<file path="src/rtl/int_ctrl_pkg.sv">
// Shared constants for the interrupt controller: source count, vector width,
// FSM state encodings (also decoded by the control unit) and the priority encoder.
package int_ctrl_pkg;

  localparam int NSRC  = 4;
  localparam int VEC_W = 2;

  typedef enum logic [1:0] {
    IC_IDLE    = 2'b00,
    IC_REQ     = 2'b01,
    IC_SERVICE = 2'b10
  } ic_state_e;

  // Lowest set index wins; bit 0 is the highest priority source.
  function automatic logic [VEC_W-1:0] prio_enc(input logic [NSRC-1:0] req);
    prio_enc = '0;
    for (int i = NSRC - 1; i >= 0; i--) begin
      if (req[i]) prio_enc = VEC_W'(i);
    end
  endfunction

endpackage

</file>
<file path="src/rtl/int_ctrl_irq_sync_edge.sv">
// One interrupt source: SYNC_STAGES-deep synchronizer, one-clock delay of the
// synchronized line, and the pending-set pulse (rising edge or level).
module irq_sync_edge #(
  parameter int SYNC_STAGES = 2,
  parameter int EDGE_MODE   = 1
) (
  input  logic clk,
  input  logic reset,
  input  logic irq,
  output logic set
);

  logic [SYNC_STAGES-1:0] chain_q, chain_d;
  logic                   delay_q, delay_d;
  logic                   sync_s;

  always_comb begin
    chain_d = {chain_q[SYNC_STAGES-2:0], irq};
    delay_d = chain_q[SYNC_STAGES-1];
  end

  always_ff @(posedge clk or posedge reset) begin
    if (reset) begin
      chain_q <= '0;
      delay_q <= 1'b0;
    end else begin
      chain_q <= chain_d;
      delay_q <= delay_d;
    end
  end

  assign sync_s = chain_q[SYNC_STAGES-1];

  generate
    if (EDGE_MODE != 0) begin : g_edge
      assign set = sync_s & ~delay_q;
    end else begin : g_level
      assign set = sync_s;
    end
  endgenerate

endmodule

</file>
<file path="src/rtl/int_ctrl.sv">
// Four-source prioritized interrupt controller with mask, global enable and a
// request/acknowledge/return handshake; vec_sel selects the vector register.
module int_ctrl
  import int_ctrl_pkg::*;
#(
  parameter int SYNC_STAGES = 2,
  parameter int EDGE_MODE   = 1
) (
  input  logic             clk,
  input  logic             reset,
  input  logic [NSRC-1:0]  irq_in,
  input  logic             mask_we,
  input  logic [NSRC-1:0]  mask_d,
  input  logic             ei,
  input  logic             di,
  input  logic             int_ack,
  input  logic             reti,
  output logic             int_req,
  output logic [VEC_W-1:0] vec_sel,
  output logic             in_service,
  output logic [NSRC-1:0]  pending_o
);

  logic [NSRC-1:0]  set_vec;
  logic [NSRC-1:0]  clr;
  logic [NSRC-1:0]  elig;
  logic [NSRC-1:0]  pending_q, pending_d;
  logic [NSRC-1:0]  src_en_q, src_en_d;
  logic             gie_q, gie_d;
  logic [VEC_W-1:0] vec_q, vec_d;
  ic_state_e        state_q, state_d;

  for (genvar g = 0; g < NSRC; g++) begin : g_src
    irq_sync_edge #(
      .SYNC_STAGES(SYNC_STAGES),
      .EDGE_MODE  (EDGE_MODE)
    ) u_sync (
      .clk  (clk),
      .reset(reset),
      .irq  (irq_in[g]),
      .set  (set_vec[g])
    );
  end

  always_comb begin
    gie_d = gie_q;
    if (ei) gie_d = 1'b1;
    if (di) gie_d = 1'b0;

    src_en_d = mask_we ? mask_d : src_en_q;
    elig     = pending_q & src_en_q;

    state_d = state_q;
    vec_d   = vec_q;
    clr     = '0;

    // A di strobe withdraws an outstanding request on the same edge, unless acked.
    case (state_q)
      IC_IDLE: begin
        if (gie_q && (elig != '0)) begin
          state_d = IC_REQ;
          vec_d   = prio_enc(elig);
        end
      end
      IC_REQ: begin
        if (int_ack) begin
          clr[vec_q] = 1'b1;
          state_d    = IC_SERVICE;
        end else if (!gie_d) begin
          state_d = IC_IDLE;
        end
      end
      IC_SERVICE: begin
        if (reti) state_d = IC_IDLE;
      end
      default: state_d = IC_IDLE;
    endcase

    pending_d = (pending_q & ~clr) | set_vec;
  end

  always_ff @(posedge clk or posedge reset) begin
    if (reset) begin
      pending_q <= '0;
      src_en_q  <= '0;
      gie_q     <= 1'b0;
      vec_q     <= '0;
      state_q   <= IC_IDLE;
    end else begin
      pending_q <= pending_d;
      src_en_q  <= src_en_d;
      gie_q     <= gie_d;
      vec_q     <= vec_d;
      state_q   <= state_d;
    end
  end

  assign int_req    = (state_q == IC_REQ);
  assign in_service = (state_q == IC_SERVICE);
  assign vec_sel    = vec_q;
  assign pending_o  = pending_q;

endmodule

</file>
<file path="config.mk">
export PLATFORM = sky130hd
export DESIGN_NAME = int_ctrl
export DESIGN_NICKNAME = d
export VERILOG_FILES = /design/src/rtl/int_ctrl_pkg.sv /design/src/rtl/int_ctrl_irq_sync_edge.sv /design/src/rtl/int_ctrl.sv
export SDC_FILE = /design/constraint.sdc
export NUM_CORES = 1
export LEC_CHECK = 0
export CORE_MARGIN = 2
export CORE_UTILIZATION = 45
export DETAILED_ROUTE_END_ITERATION = 10
export PLACE_DENSITY = 0.86
export SLEW_MARGIN = 20
export SYNTH_ARGS = -nofsm -noshare
export SYNTH_HDL_FRONTEND = slang
export SYNTH_SLANG_ARGS = --single-unit
export TNS_END_PERCENT = 20
</file>
<file path="constraint.sdc">
create_clock -name clk -period 1.3 [get_ports clk]
set_input_delay 0.26 -clock clk [delete_from_list [all_inputs] [get_ports clk]]
set_output_delay 0.26 -clock clk [all_outputs]
set_load 0.005 [all_outputs]
</file>
==> flow_summary.ini <==
[outcome]
outcome = finished with violations
violations = setup timing

[clocking]
numCtsBuffers = 3
cts_tree = built
clk_pin_slew_ns = 0.13
cts-root-buf = clkbuf_4
ctsHoldBuffers = 0
h-tree-depth = 1
cts_buffer_depth = 2
clkLatencyLatePin_ns = 0.31
cts_sinks = 25

[drt]
drc = 0
drt_iter0_drc = 5
ant_nets = 0
dr.pass1.iters = 4
vias = 630
routed_wl_mm = 1.71
wire_per_inst_um = 13.7
vias_per_cell = 5.04

[timing]
fin_crit_sh_pct = 108
final-max-slew-violation-count = 0
setup_viol_count_final = 2
worstMarginPinSlew_ns = 0.299
worst_hold_slack_ns = 0.271
period_minus_slack_ns = 1.40
clock_skew_ns = 0.00827
hold_viol_final = 0
rsz0062_at_grt = yes
fmax_ghz = 0.712
layout_setup_ws_ns = -0.104
maxSlewHeadroom_pct = 80.1

[place]
dpl_worst_slack_ns = -0.169
portBuffers = 22
gp_congestion = 0.832
post_dp_cell_area_um2 = 1180
placed_cells = 119
dp_hpwl_mm = 1.36

[synth]
synthAdderAreaFrac_pct = 0
synth_xor_area_share_pct = 0
ys_warn_count = 0
syn-cell-area_um2 = 873
syn_nets = 79
yosys.area.top_type = dfrtp_1
synthCells = 64
synth_compound_area_share_pct = 12.8
ys_top_cells_by_area = dfrtp_1, mux2_2, o21ai_0, inv_1, a22o_1
synth.distinct_cells = 16
synth-simple-area-share_pct = 7.45
synth_top_area_share_pct = 71.6
synth.avg_cell_area_um2 = 13.6
synth_seq_cells = 25
synth_top_family_by_area = compound AO/OA/AOI/OAI gates
yosysSeqAreaShare_pct = 71.6
synthMuxAreaShare_pct = 5.16

[layout]
diodes = 0
multi_input_area_um2 = 224
num-fill-cells = 143
layout.nets = 116
postLayoutCellArea_um2 = 1220
layout_common_cells = dfrtp_1, clkdlybuf4s50_1, buf_4
drive_gt1_share_pct = 23.0
final_common_cell = dfrtp_1
ff_latch_area_um2 = 626
syn_to_final_growth_pct = 40.3
fin_cells = 125

[critical_path]
critical_path_class = reg -> out
r2r-start = state_q[0]$_DFFE_PP0P_
crit_path_start = state_q[0]$_DFFE_PP0P_
reg2reg_depth = 4
end_kind = output pin
startpoint_type = register
path_max_fanout = 3
crit_arrival_ns = 1.14
crit_required_ns = 1.04

[power]
p_sw_share_pct = 27.1
p_int_mw = 1.29
pwr_density_cell_nw_per_um2 = 1440
pwr-share-seq_pct = 53.5
ir_drop_mv = 1.19
power_switching_mw = 0.479
pwr-share-clk_pct = 18.8
comb_power_share_pct = 27.7
p_leak_nw = 0.557

[hold_path]
hp-class = in -> async

[global_routing]
grt_pass1_vias = 672
grt_overflow = 0
grt_pass1_wl_mm = 2.60
grt_usage_pct = 17.1
grt_max_degree = 26
antenna_found_initial = 0

[die]
initial_core_util_pct = 49.0
die_w_um = 48.1
die_h_um = 48.1
die-area_um2 = 2310
design.core.area_um2 = 1780
io_pins = 23
rows = 15

[job]
cap_violations = 0
==> sequential cells by signal, summed over array words and instances (netlist names) <==
register	flops
pending_o	4
src_en_q	4
g_src.u_sync.delay_q	4
state_q	2
vec_sel	2
g_src.u_sync.chain_q	8
gie_q	1
==> worst max-delay path: stages, from the launching register on <==
cell and delay [ns]:
dfrtp_1 0.42, buf_6 0.13, and2b_1 0.16, buf_2 0.12
==> through the flow <==
stage                     power, mW  utilization [%]  TNS (ns)
after floorplan                1.13                -         0
after global placement         1.44             66.5    -0.334
after detailed placement       1.47             66.5    -0.614
after CTS                      1.77             68.0    -0.235
after global routing           1.87             68.7    -0.291
final                          1.76             68.7    -0.192
==> Yosys cell counts <==
library cell	number
or4b_1	1
inv_1	7
and2b_1	1
a22o_1	3
o31ai_1	2
nand2_1	2
dfrtp_1	25
nand4b_1	1
nor2_1	2
nand3b_1	1
a21oi_1	4
o21ai_0	8
nor3b_1	1
a32o_1	1
mux2_2	4
or2b_2	1
==> cell type report <==
class                           count  area share [%]
Multi-Input combinational cell     32            18.3
Inverter                            7            2.15
Clock inverter                      1           0.613
Clock buffer                        3            1.84
Timing Repair Buffer               32            23.5
Tap cell                           25            2.55
Sequential cell                    25            51.1
==> layer usage <==
| metal | vias to the layer above | part of all wire, % | global-route usage (%) |
|---|---|---|---|
| met4 | 0 | 0.59 | 9.73 |
| met2 | 20 | 57 | 32.8 |
| li1 | 295 | - | - |
| met1 | 313 | 39 | 17.0 |
| met5 | - | 0 | 0 |
| met3 | 2 | 3.6 | 3.02 |
==> power by group through the flow <==
stage          clock network (mW)  logic (mW)  registers [mW]
2_1_floorplan                   0       0.151           0.977
3_3_place_gp                    0       0.485           0.952
3_5_place_dp                    0       0.506           0.962
4_1_cts                     0.350       0.478           0.943
5_1_grt                     0.377       0.538           0.957
6_report                    0.332       0.489           0.944
==> kinds of logic after synthesis <==
kind of cell           Yosys count
DFF                             25
muxes                            4
AOI/OAI and AO/OA               18
and+or+nand+nor                 10
buffers and inverters            7
==> final timing paths <==
kind | to | slack, ns
setup / recovery | int_req | -0.10
hold / removal | g_src[3].u_sync.chain_q[0]$_DFF_PP0_ | 0.27
setup reg to reg | state_q[0]$_DFFE_PP0P_ | 0.07
hold reg to reg | g_src[1].u_sync.chain_q[1]$_DFF_PP0_ | 0.37
max in group asynchronous | pending_o[2]$_DFF_PP0_ | 0.80
min in group clk | g_src[1].u_sync.chain_q[1]$_DFF_PP0_ | 0.37
==> what timing repair did <==
item / CTS / global route
resized for setup: 18 / 5
setup endpoints to repair: 8 / 6
setup buffers: 1 / 1
(Power assumes the default switching activity.)
